### config.mk
export PLATFORM = sky130hd
export DESIGN_NAME = hilo_muldiv_ctrl
export DESIGN_NICKNAME = d
export VERILOG_FILES = /design/src/rtl/hilo_muldiv_ctrl.sv
export SDC_FILE = /design/constraint.sdc
export NUM_CORES = 1
export LEC_CHECK = 0
export ABC_AREA = 1
export CAP_MARGIN = 20
export CORE_MARGIN = 2
export CORE_UTILIZATION = 47
export CTS_CLUSTER_SIZE = 24
export DETAILED_ROUTE_END_ITERATION = 10
export GPL_ROUTABILITY_DRIVEN = 0
export PLACE_DENSITY = 0.86
export REMOVE_ABC_BUFFERS = 1
export SETUP_SLACK_MARGIN = 0.5
export SLEW_MARGIN = 20
export SYNTH_ARGS = -nofsm -noshare
export SYNTH_HDL_FRONTEND = slang
export SYNTH_SLANG_ARGS = --single-unit
### constraint.sdc
create_clock -name clk -period 2.97 [get_ports clk]
set_input_delay 0.297 -clock clk [delete_from_list [all_inputs] [get_ports clk]]
set_output_delay 0.297 -clock clk [all_outputs]
set_load 0.05 [all_outputs]
### src/rtl/hilo_muldiv_ctrl.sv
// ---------------------------------------------------------------------------
// hilo_muldiv_ctrl
//   EX-stage controller for the multiply/divide units and owner of the
//   architectural HI/LO registers. Decodes MULT/MULTU/DIV/DIVU/MTHI/MTLO,
//   pulses the unit start, stalls EX until the ALU reports completion and
//   commits the captured result into HI/LO once the instruction can retire.
//   Flushes and downstream holds never re-issue an operation or corrupt HI/LO.
//
// Ports
//   clk, rst            clock, synchronous active-high reset
//   ex_valid, ex_op     EX instruction valid and decoded muldiv/move opcode
//   rs_val, rt_val      rs (MTHI/MTLO source) and rt (divisor zero check)
//   flush, pipe_hold    cancel EX instruction / downstream stall
//   alu_mult_start/sign, alu_diver_start/div_sign   unit start and signedness
//   alu_opreat_over     ALU units idle/finished
//   alu_mult_result     {hi,lo} product
//   alu_diver_result    {remainder,quotient}
//   ex_stall            hold EX stage
//   hi, lo              architectural HI/LO
//   err                 one-cycle pulse on completion timeout
// ---------------------------------------------------------------------------
module hilo_muldiv_ctrl #(
  parameter int unsigned TIMEOUT_CYC = 64
) (
  input  logic        clk,
  input  logic        rst,
  input  logic        ex_valid,
  input  logic [2:0]  ex_op,
  input  logic [31:0] rs_val,
  input  logic [31:0] rt_val,
  input  logic        flush,
  input  logic        pipe_hold,
  output logic        alu_mult_start,
  output logic        alu_mult_sign,
  output logic        alu_diver_start,
  output logic        alu_div_sign,
  input  logic        alu_opreat_over,
  input  logic [63:0] alu_mult_result,
  input  logic [63:0] alu_diver_result,
  output logic        ex_stall,
  output logic [31:0] hi,
  output logic [31:0] lo,
  output logic        err
);

  typedef enum logic [2:0] {
    IDLE  = 3'd0,
    WAIT0 = 3'd1,
    WAIT  = 3'd2,
    DONE  = 3'd3,
    DRAIN = 3'd4
  } state_t;

  localparam int unsigned CW = (TIMEOUT_CYC < 2) ? 1 : $clog2(TIMEOUT_CYC + 1);
  // Counter value during the last permitted waiting cycle.
  localparam logic [CW-1:0] CNT_LAST = CW'(TIMEOUT_CYC - 1);

  state_t        state;
  state_t        state_n;
  logic [CW-1:0] cnt;
  logic [31:0]   phi;
  logic [31:0]   plo;
  logic          pend_div;
  logic          mult_sign_q;
  logic          div_sign_q;
  logic [31:0]   hi_q;
  logic [31:0]   lo_q;
  logic          err_q;

  logic op_mult, op_multu, op_div, op_divu, op_mthi, op_mtlo;
  logic is_muldiv, is_divop, issue, issue_idle, move_ok, timeout_hit;
  logic cnt_clr, cnt_inc, capture, commit, timeout;

  // Opcode decode and issue qualification.
  always_comb begin
    op_mult   = (ex_op == 3'b001);
    op_multu  = (ex_op == 3'b010);
    op_div    = (ex_op == 3'b011);
    op_divu   = (ex_op == 3'b100);
    op_mthi   = (ex_op == 3'b101);
    op_mtlo   = (ex_op == 3'b110);
    is_muldiv = op_mult | op_multu | op_div | op_divu;
    is_divop  = op_div | op_divu;
    // A divide by zero never reaches the divider; it retires with HI/LO untouched.
    issue      = ex_valid & ~flush & is_muldiv & ~(is_divop & (rt_val == 32'd0));
    issue_idle = (state == IDLE) & issue;
    move_ok    = ((state == IDLE) | (state == DRAIN)) & ex_valid & ~flush & ~pipe_hold;
    timeout_hit = (cnt == CNT_LAST);
  end

  // Next-state logic and per-cycle control strobes.
  always_comb begin
    state_n = state;
    cnt_clr = 1'b0;
    cnt_inc = 1'b0;
    capture = 1'b0;
    commit  = 1'b0;
    timeout = 1'b0;
    case (state)
      IDLE: begin
        if (issue) begin
          state_n = WAIT0;
          cnt_clr = 1'b1;
        end else begin
          state_n = IDLE;
        end
      end
      WAIT0: begin
        // opreat_over is still the stale idle level here; the ALU drops it next cycle.
        if (flush) begin
          state_n = DRAIN;
          cnt_clr = 1'b1;
        end else if (timeout_hit) begin
          state_n = IDLE;
          timeout = 1'b1;
        end else begin
          state_n = WAIT;
          cnt_inc = 1'b1;
        end
      end
      WAIT: begin
        if (flush && alu_opreat_over) begin
          // Units already finished: nothing left to drain, just drop the result.
          state_n = IDLE;
        end else if (flush) begin
          state_n = DRAIN;
          cnt_clr = 1'b1;
        end else if (alu_opreat_over) begin
          state_n = DONE;
          capture = 1'b1;
        end else if (timeout_hit) begin
          state_n = IDLE;
          timeout = 1'b1;
        end else begin
          state_n = WAIT;
          cnt_inc = 1'b1;
        end
      end
      DONE: begin
        if (flush) begin
          state_n = IDLE;
        end else if (!pipe_hold) begin
          state_n = IDLE;
          commit  = 1'b1;
        end else begin
          state_n = DONE;
        end
      end
      DRAIN: begin
        if (alu_opreat_over) begin
          state_n = IDLE;
        end else if (timeout_hit) begin
          state_n = IDLE;
          timeout = 1'b1;
        end else begin
          state_n = DRAIN;
          cnt_inc = 1'b1;
        end
      end
      default: begin
        state_n = IDLE;
      end
    endcase
  end

  // State register.
  always_ff @(posedge clk) begin
    if (rst) begin
      state <= IDLE;
    end else begin
      state <= state_n;
    end
  end

  // Timeout counter for the waiting states.
  always_ff @(posedge clk) begin
    if (rst) begin
      cnt <= '0;
    end else if (cnt_clr) begin
      cnt <= '0;
    end else if (cnt_inc) begin
      cnt <= cnt + {{(CW-1){1'b0}}, 1'b1};
    end else begin
      cnt <= cnt;
    end
  end

  // Latch operation kind and signedness at issue so they stay stable until completion.
  always_ff @(posedge clk) begin
    if (rst) begin
      pend_div    <= 1'b0;
      mult_sign_q <= 1'b0;
      div_sign_q  <= 1'b0;
    end else if (issue_idle) begin
      pend_div    <= is_divop;
      mult_sign_q <= op_mult;
      div_sign_q  <= op_div;
    end else begin
      pend_div    <= pend_div;
      mult_sign_q <= mult_sign_q;
      div_sign_q  <= div_sign_q;
    end
  end

  // Pending result capture; divide result is {remainder,quotient} -> {HI,LO}.
  always_ff @(posedge clk) begin
    if (rst) begin
      phi <= 32'd0;
      plo <= 32'd0;
    end else if (capture) begin
      if (pend_div) begin
        phi <= alu_diver_result[63:32];
        plo <= alu_diver_result[31:0];
      end else begin
        phi <= alu_mult_result[63:32];
        plo <= alu_mult_result[31:0];
      end
    end else begin
      phi <= phi;
      plo <= plo;
    end
  end

  // Architectural HI: muldiv commit or MTHI (never in the same state).
  always_ff @(posedge clk) begin
    if (rst) begin
      hi_q <= 32'd0;
    end else if (commit) begin
      hi_q <= phi;
    end else if (move_ok && op_mthi) begin
      hi_q <= rs_val;
    end else begin
      hi_q <= hi_q;
    end
  end

  // Architectural LO: muldiv commit or MTLO.
  always_ff @(posedge clk) begin
    if (rst) begin
      lo_q <= 32'd0;
    end else if (commit) begin
      lo_q <= plo;
    end else if (move_ok && op_mtlo) begin
      lo_q <= rs_val;
    end else begin
      lo_q <= lo_q;
    end
  end

  // Registered timeout pulse.
  always_ff @(posedge clk) begin
    if (rst) begin
      err_q <= 1'b0;
    end else begin
      err_q <= timeout;
    end
  end

  // Start pulses, signedness (live on issue, held afterwards) and stall.
  always_comb begin
    alu_mult_start  = issue_idle & ~is_divop;
    alu_diver_start = issue_idle & is_divop;
    if (issue_idle) begin
      alu_mult_sign = op_mult;
      alu_div_sign  = op_div;
    end else begin
      alu_mult_sign = mult_sign_q;
      alu_div_sign  = div_sign_q;
    end
    ex_stall = issue_idle | (state == WAIT0) | (state == WAIT) |
               ((state == DRAIN) & ex_valid & is_muldiv);
  end

  assign hi  = hi_q;
  assign lo  = lo_q;
  assign err = err_q;

endmodule

== After elaboration in Yosys (flattened, before gate mapping) ==
Cells that the tools add are included.

* Register bits after elaboration: 142
* Bits of input ports: 201
* Output and inout bits: 70
* Word-level logic and storage cells: 96

* $add $sub $neg: 1
* Eq/ne operators: 11
* Mux-type cells: 42
* Bitwise logic cells: 24
* Reduce and logical (&&, ||, !) cells: 8

{| class="wikitable"
|+ Operator list
! cell !! number
|-
| 32-bit two-way mux || 6
|-
| 32-bit logical NOT || 1
|-
| 1-bit two-way mux || 23
|-
| 3-bit two-way mux || 5
|-
| 3-bit case mux with 5 select lines || 1
|-
| 1-bit bitwise AND || 12
|-
| 3-bit by 2-bit == test with 1-bit output, second input constant || 4
|-
| 3-bit == test, second input constant || 4
|-
| 1-bit case mux with 3 select lines || 3
|-
| 2-bit two-way mux || 4
|-
| 1-bit OR || 8
|-
| 7-bit by 1-bit adder with 7-bit output, second input constant || 1
|-
| 7-bit by 6-bit == test with 1-bit output, second input constant || 1
|-
| 3-bit by 1-bit == test with 1-bit output, second input constant || 2
|-
| 1-bit inverter || 4
|-
| 2-bit nonzero test || 2
|-
| 1-bit logical AND || 3
|-
| 3-bit logical NOT || 1
|-
| 2-bit OR reduction || 1
|}

== Logic depth before layout (Yosys ltp) ==
Gate-level depths: netlist of run 1.

* Depth in word-level cells: 10
* Depth in mapped cells: 11

== Least setup slack after synthesis of run 1 ==
OpenSTA, ideal clock, no wires.

* Path kind: in2out
* Start: input ex_op[0]
* End: output alu_mult_start
* Data arrival time: 1.494 ns
* Data required time: 2.673 ns
* Setup slack: 1.179 ns
* Cell stages on the path: 7
* Cells stage by stage: inv_1 > nand3_1 > nand2_1 > nand3_1 > inv_1 > o21ai_2 > nor2_1

* Word-level cells in the longest chain between the ends: 8

{| class="wikitable"
|+ Ends and longest elaborated chain
! what !! RTL line !! source
|-
| start: declaration || 28 || <nowiki>input logic [2:0] ex_op,</nowiki>
|-
| 3-bit by 1-bit == test with 1-bit output or 3-bit by 2-bit == test with 1-bit output (tied branches) || 76, 77 ||
|-
| 1-bit OR (3 in a row) || 82 || <nowiki>is_muldiv = op_mult | op_multu | op_div | op_divu;</nowiki>
|-
| 1-bit bitwise AND (2 in a row) || 85 || <nowiki>issue = ex_valid & ~flush & is_muldiv & ~(is_divop & (rt_val == 32'd0));</nowiki>
|-
| 1-bit bitwise AND || 86 || <nowiki>issue_idle = (state == IDLE) & issue;</nowiki>
|-
| 1-bit bitwise AND * || 261 || <nowiki>alu_mult_start = issue_idle & ~is_divop;</nowiki>
|-
| end: declaration || 33 || <nowiki>output logic alu_mult_start,</nowiki>
|}

Every way passes the cells marked *; elsewhere a longest branch is shown, timed or not.

== Worst setup path in the final report of run 1 ==
* Start: input ex_op[1]
* End: output alu_div_sign

* Word-level cells in the longest chain between the ends: 8

{| class="wikitable"
|+ Ends and longest elaborated chain
! what !! RTL line !! source
|-
| 3-bit by 1-bit == test with 1-bit output or 3-bit by 2-bit == test with 1-bit output (tied branches) || 76, 77 ||
|-
| 1-bit OR (3 in a row) || 82 ||
|-
| 1-bit bitwise AND (2 in a row) || 85 ||
|-
| 1-bit bitwise AND || 86 ||
|-
| 1-bit two-way mux * || 263 || <nowiki>if (issue_idle) begin</nowiki>
|-
| end: declaration || 36 || <nowiki>output logic alu_div_sign,</nowiki>
|}

Marked as above.

==> results of run 1 <==
logic make-up (layout without fill, tap and decap cells):
family	Yosys count	after routing	synth area share
AOI/OAI and AO/OA	265	265	0.211
xor gates and xnor gates	4	4	0.00525
adders and majority gates	1	1	0.00188
buffers and inverters	162	414	0.106
DFF	142	142	0.426
and+or+nand+nor	409	409	0.249
layout make-up:
| class | count | area (um^2) | area share |
|---|---|---|---|
| multi-input cells | 679 | 3140 | 0.312 |
| repair buffers | 288 | 2870 | 0.285 |
| flip-flops and latches | 142 | 2840 | 0.282 |
| clock buffers | 21 | 450 | 0.0447 |
| inverters | 94 | 353 | 0.0350 |
| well taps | 180 | 225 | 0.0224 |
| clock inverters | 11 | 189 | 0.0188 |
critical path: cells and delay by family:
family | cells | cell delay, ns
buffers and inverters | 4 | 0.90
AO/OA/AOI/OAI | 1 | 0.26
AND/OR/NAND/NOR | 5 | 0.57
state kept, by name (all words and copies together) (netlist names):
register / cells
cnt: 7
plo: 32
hi: 32
pend_div: 1
state: 3
phi: 32
lo: 32
mult_sign_q: 1
err: 1
div_sign_q: 1
per-layer routing:
| layer | vias to the layer above | GRT usage | wire length (um) |
|---|---|---|---|
| met5 | - | 0 | 0 |
| met4 | 0 | 0.116 | 572 |
| met3 | 43 | 0.0844 | 1930 |
| met2 | 270 | 0.503 | 10400 |
| met1 | 3322 | 0.301 | 8220 |
| li1 | 3711 | - | - |
synthesized netlist by cell type:
master	n
sky130_fd_sc_hd__o21ai_1	71
sky130_fd_sc_hd__ha_1	1
sky130_fd_sc_hd__buf_1	4
sky130_fd_sc_hd__nand4_2	1
sky130_fd_sc_hd__o21ai_0	93
sky130_fd_sc_hd__nor2_1	105
sky130_fd_sc_hd__xnor2_1	1
sky130_fd_sc_hd__nand2_1	237
sky130_fd_sc_hd__inv_1	91
sky130_fd_sc_hd__inv_2	3
sky130_fd_sc_hd__xor2_1	3
sky130_fd_sc_hd__a21oi_1	36
sky130_fd_sc_hd__clkbuf_1	33
sky130_fd_sc_hd__nor3_1	2
sky130_fd_sc_hd__buf_6	8
sky130_fd_sc_hd__nand2_2	3
sky130_fd_sc_hd__o21ai_2	1
sky130_fd_sc_hd__nand3_1	53
sky130_fd_sc_hd__buf_2	18
sky130_fd_sc_hd__nand4_1	3
sky130_fd_sc_hd__dfxtp_1	142
sky130_fd_sc_hd__nand3_2	3
sky130_fd_sc_hd__buf_4	5
sky130_fd_sc_hd__a31oi_1	64
sky130_fd_sc_hd__nor3_2	2
through the flow:
stage,TNS [ns],cell area [um^2]
after floorplan,-110.52,6310
after global placement,0,9430
after detailed placement,0,9430
after CTS,0,10100
after global routing,0,10100
final,0,10100
power breakdown:
group / switching, mW / internal (mW) / leakage, nW
logic: 0.247 / 0.313 / 2.45
clock network: 0.792 / 1.51 / 0.307
registers: 0.00953 / 1.92 / 1.15
total: 1.05 / 3.74 / 3.90
worst paths after layout:
path / start / end / slack (ns) / cells after the start
hold / removal: rst / pend_div / 0.45 / 4
hold reg to reg: lo[13] / lo[13] / 0.48 / 2
setup / recovery: ex_op[1] / alu_div_sign / 0.66 / 10
setup reg to reg: state[1] / hi[7] / 0.89 / 8
timing repair:
action                                  in CTS  in global routing
gates cloned                                 0                  0
endpoints found under the hold margin        0                  0
gates resized for setup                      2                  2
pin swaps                                    0                  0
buffers inserted                             0                  0
endpoints found under the setup margin       1                  1
==> results.sh, run 1 <==
export IMPL_tightestPinTransition_ns=0.716
export IMPL_routed_wire_length_per_instance_um=14.9
export IMPL_detailed_place_hpwl_um=14500
export IMPL_insertedDiodeCount=0
export IMPL_route_detailed_drc=0
export IMPL_crit_chain="clkdlybuf4s50_1 -> inv_1 -> nand3_1 -> nand2_1 -> nand3_1 -> o21ai_4 -> nand2_1 -> nand2_1 -> inv_1 -> buf_4"
export IMPL_maxClockFrequency_ghz=0.433
export IMPL_clock_latency_on_the_worst_skew_pair_ns=0.42
export IMPL_synth_largest_area_cell="sky130_fd_sc_hd__dfxtp_1"
export IMPL_finalCritPeriodShare=0.778
export IMPL_maxSlewViolCount=0
export IMPL_max_cap_viol_count=0
export IMPL_syn_avg_cell_area_um2=6.78
export IMPL_number_of_sinks_on_the_clock_net=142
export IMPL_area_growth_syn_to_layout_pct=51.0
export IMPL_synth_cell_type_count=25
export IMPL_die_w_um=123
export IMPL_routed_wirelength_um=21100
export IMPL_timing_critical_path_mode_cell="sky130_fd_sc_hd__nand2_1"
export IMPL_total_standard_cell_area_after_synthesis_mm2=0.00667
export IMPL_avgViaCountPerCell=5.19
export IMPL_setup_slack_ns=0.660
export IMPL_layoutNonFillerInstCount=1415
export IMPL_clock_skew_ns=0.00811
export IMPL_initial_core_util=0.480
export IMPL_row_count=43
export IMPL_whs_ns=0.445
export IMPL_status="finished, final reports clean"
export IMPL_numCtsBuffers=17
export IMPL_grt_setup_unrepaired="false"
export IMPL_timing_final_hold_violations=0
export IMPL_nNetsFinal=1424
export IMPL_power_density_mw_per_mm2=476
export IMPL_cts_buffer_depth=2
export IMPL_timing_critical_path_to_type="output port"
export IMPL_design_die_area_mm2=0.0152
export IMPL_detailedRoute_firstIterationViolations=481
export IMPL_vias=7346
export IMPL_critical_path_max_fanout=8
export IMPL_synth_warning_count=0
export IMPL_wire_length_of_the_first_global_routing_pass_um=33100
export IMPL_setup_viol=0
export IMPL_grtUsageTotal=0.279
export IMPL_period_needed_ns=2.31
export IMPL_io_pins=271
export IMPL_maximum_number_of_pins_on_one_net_before_global_route_repair=67
export IMPL_yosys_area_top_type_share=0.426
export IMPL_crit_type="in2out"
export IMPL_synth_top_cells_by_area="sky130_fd_sc_hd__dfxtp_1 43%, sky130_fd_sc_hd__nand2_1 13%, sky130_fd_sc_hd__o21ai_0 7.0%, sky130_fd_sc_hd__a31oi_1 6.0%, sky130_fd_sc_hd__nor2_1 5.9%"
export IMPL_worst_ep_arrival_time_ns=2.01
export IMPL_worst_setup_hold_path_clk_slew_ns=0.05
export IMPL_worst_path_largest_cell_delay_ns=0.51
export IMPL_layout_drive_gt1_share=0.0559
export IMPL_ir_drop_uv=366
export IMPL_max_slew_margin_rel=0.523
export IMPL_cts_tree="built"
export IMPL_layout_cells_most_common="sky130_fd_sc_hd__clkdlybuf4s50_1"
export IMPL_die_height_um=123
export IMPL_postSynthCellCount=983
export IMPL_grt_overflow_total=0
export IMPL_final_antenna_net_count=0
export IMPL_finalPower_mw=4.79
export IMPL_core_area_mm2=0.0139
export IMPL_layout_filler_cells=1152
export IMPL_finalCoreUtilization=0.725
export IMPL_hold_path_class="in2reg"
export IMPL_timing_critical_path_slowest_stage_cell="sky130_fd_sc_hd__clkdlybuf4s50_1"
export IMPL_post_cts_hold_buffer_count=0
export IMPL_seq_area_frac_synth=0.426
export IMPL_most_common_layout_cells="264 x sky130_fd_sc_hd__clkdlybuf4s50_1, 237 x sky130_fd_sc_hd__nand2_1, 141 x sky130_fd_sc_hd__dfxtp_1"
export IMPL_antenna_found_initial=0
export IMPL_power_leakage_nw=3.90
export IMPL_clk_root_buffer_cell="sky130_fd_sc_hd__clkbuf_16"
export IMPL_number_of_detailed_route_iterations_in_the_first_pass=4
export IMPL_dp_worst_setup_slack_ns=0.234
export IMPL_timing_critical_path_required_ns=2.67
export IMPL_ctsHtreeMaxLevel=4
export IMPL_critPathLaunchType="input port"
export IMPL_postSynthRegisterBits=142
export IMPL_placedCellCount=1383
export IMPL_io_buffer_count=270
export IMPL_via_count_of_the_first_global_routing_pass=7112
(Power assumes the default switching activity.)
==> run 2: changes to the inputs <==
Settings changed: CORE_UTILIZATION 47 to 39, PLACE_DENSITY 0.86 to 0.76.
Clock period 2.97 ns to 2 ns, I/O delays scaled along.
==> run 2 against run 1 <==
Via count up 16%; register-to-register slack got worse by 0.74 ns; hold slack got worse by 0.21 ns; first-iteration DRC count increased by 35%; routed wire length is 54% higher; design area up 28%; non-clock buffer count grew 94; final cell count up 9.4%; critical path depth is the same; critical endpoint is now lo[16]; largest cell class is now non-clock buffers; largest power group unchanged.
==> results.sh, run 2 (synthesis gave the netlist of run 1 again) <==
export IMPL_die_height_um=135
export IMPL_route_detailed_drc=0
export IMPL_status="finished, final reports clean"
export IMPL_number_of_sinks_on_the_clock_net=142
export IMPL_insertedDiodeCount=0
export IMPL_ir_drop_uv=598
export IMPL_internal_portion_of_total_power_mw=5.50
export IMPL_initial_core_util=0.401
export IMPL_grt_setup_unrepaired="true"
export IMPL_crit_type="reg2reg"
export IMPL_placedCellCount=1433
export IMPL_die_w_um=135
export IMPL_setup_viol=0
export IMPL_nNetsFinal=1519
export IMPL_row_count=47
export IMPL_maximum_number_of_pins_on_one_net_before_global_route_repair=84
export IMPL_postLayoutCellArea_mm2=0.0128
export IMPL_wire_length_of_the_first_global_routing_pass_um=40000
export IMPL_seqPwrFrac=0.396
export IMPL_timing_critical_path_slowest_stage_cell="sky130_fd_sc_hd__dfxtp_4"
export IMPL_timing_critical_path_to_type="flop"
export IMPL_power_density_mw_per_mm2=565
export IMPL_routed_wire_length_per_instance_um=21.0
export IMPL_layout_drive_gt1_share=0.313
export IMPL_post_cts_hold_buffer_count=0
export IMPL_area_growth_syn_to_layout_pct=92.5
export IMPL_number_of_detailed_route_iterations_in_the_first_pass=5
export IMPL_multiInputGateArea_mm2=0.00429
export IMPL_core_area_mm2=0.0166
export IMPL_detailed_place_hpwl_um=14600
export IMPL_maxSlewViolCount=0
export IMPL_io_buffer_count=270
export IMPL_dp_worst_setup_slack_ns=-0.0274
export IMPL_vias=8550
export IMPL_cts_tree="built"
export IMPL_max_slew_margin_rel=0.640
export IMPL_pwr_share_comb=0.142
export IMPL_power_leakage_nw=4.97
export IMPL_ctsHtreeMaxLevel=4
export IMPL_critPathLaunchType="flop"
export IMPL_hold_path_class="in2reg"
export IMPL_clock_latency_on_the_worst_skew_pair_ns=0.42
export IMPL_tightestPinTransition_ns=0.540
export IMPL_numCtsBuffers=17
export IMPL_worst_ep_arrival_time_ns=2.20
export IMPL_power_clock_fraction=0.462
export IMPL_worst_setup_hold_path_clk_slew_ns=0.07
export IMPL_fin_setup_tns_ns=0
export IMPL_p_sw_mw=1.76
export IMPL_placement_cell_area_mm2=0.00965
export IMPL_layoutNonFillerInstCount=1548
export IMPL_detailedRoute_firstIterationViolations=649
export IMPL_avgViaCountPerCell=5.52
export IMPL_grtUsageTotal=0.285
export IMPL_period_needed_ns=1.85
export IMPL_clock_skew_ns=0.0109
export IMPL_antenna_found_initial=0
export IMPL_finalCritPeriodShare=0.923
export IMPL_maxClockFrequency_ghz=0.542
export IMPL_worst_path_largest_cell_delay_ns=0.39
export IMPL_power_switching_share=0.242
export IMPL_final_antenna_net_count=0
export IMPL_via_count_of_the_first_global_routing_pass=7804
export IMPL_finalCoreUtilization=0.772
export IMPL_max_cap_viol_count=0
export IMPL_critical_path_max_fanout=7
export IMPL_setup_slack_ns=0.154
export IMPL_most_common_layout_cells="190 x sky130_fd_sc_hd__nand2_1, 162 x sky130_fd_sc_hd__clkdlybuf4s50_1, 135 x sky130_fd_sc_hd__dfxtp_1"
export IMPL_clk_root_buffer_cell="sky130_fd_sc_hd__clkbuf_16"
export IMPL_routed_wirelength_um=32400
export IMPL_whs_ns=0.239
export IMPL_io_pins=271
export IMPL_layout_area_seq_mm2=0.00286
export IMPL_timing_critical_path_required_ns=2.35
export IMPL_cts_buffer_depth=2
export IMPL_finalPower_mw=7.25
export IMPL_crit_chain="inv_4 -> nor3_4 -> nand3_4 -> buf_12 -> buf_16 -> buf_12 -> buf_16 -> o21ai_2 -> nand2_1 -> a21oi_1"
export IMPL_timing_final_hold_violations=0
export IMPL_design_die_area_mm2=0.0182
export IMPL_layout_cells_most_common="sky130_fd_sc_hd__nand2_1"
export IMPL_layout_filler_cells=1120
export IMPL_grt_overflow_total=0
-- run 2: path summary, 6_finish.rpt --
kind / cells after the start / slack (ns) / from / to
max: 10 / 0.15 / state[1] / lo[16]
min: 4 / 0.24 / rst / plo[1]
max reg2reg: 10 / 0.15 / state[1] / lo[16]
min reg2reg: 2 / 0.48 / lo[31] / lo[31]
-- run 2: critical path: cells and delay by family, from the launching register on --
kind	cells	cell delay [ns]
AO/OA/AOI/OAI	2	0.24
buffers and inverters	5	0.64
AND/OR/NAND/NOR	3	0.48
flip-flops	1	0.39
-- run 2: timing repair --
item                       CTS  global route
pin swaps                  105            55
buffers inserted            24            16
setup endpoints to repair  161           192
gates resized for setup    323           307
cloned                      22            23
-- run 2: per-layer routing --
metal,vias to the layer above,GRT usage,routed length (um)
met1,3979,0.333,12000
met3,127,0.0852,3290
met2,525,0.494,15600
met4,0,0.102,1540
li1,3919,-,-
met5,-,0,0
-- run 2: area by class of cell --
type                       instances  share of cell area
inverter                          94              0.0279
clock buffer                      20              0.0348
tap                              220              0.0214
clock inverter                    10              0.0129
timing repair buffer             382               0.346
multi-input combinational        680               0.334
sequential                       142               0.223
-- run 2: power groups by stage --
stage / registers [mW] / clock network, mW / logic, mW
after CTS: 2.87 / 3.34 / 0.912
after detailed placement: 2.93 / 0 / 0.862
after global routing: 2.87 / 3.46 / 1.10
final: 2.87 / 3.35 / 1.03
after floorplan: 2.99 / 0 / 0.237
after global placement: 2.93 / 0 / 0.853
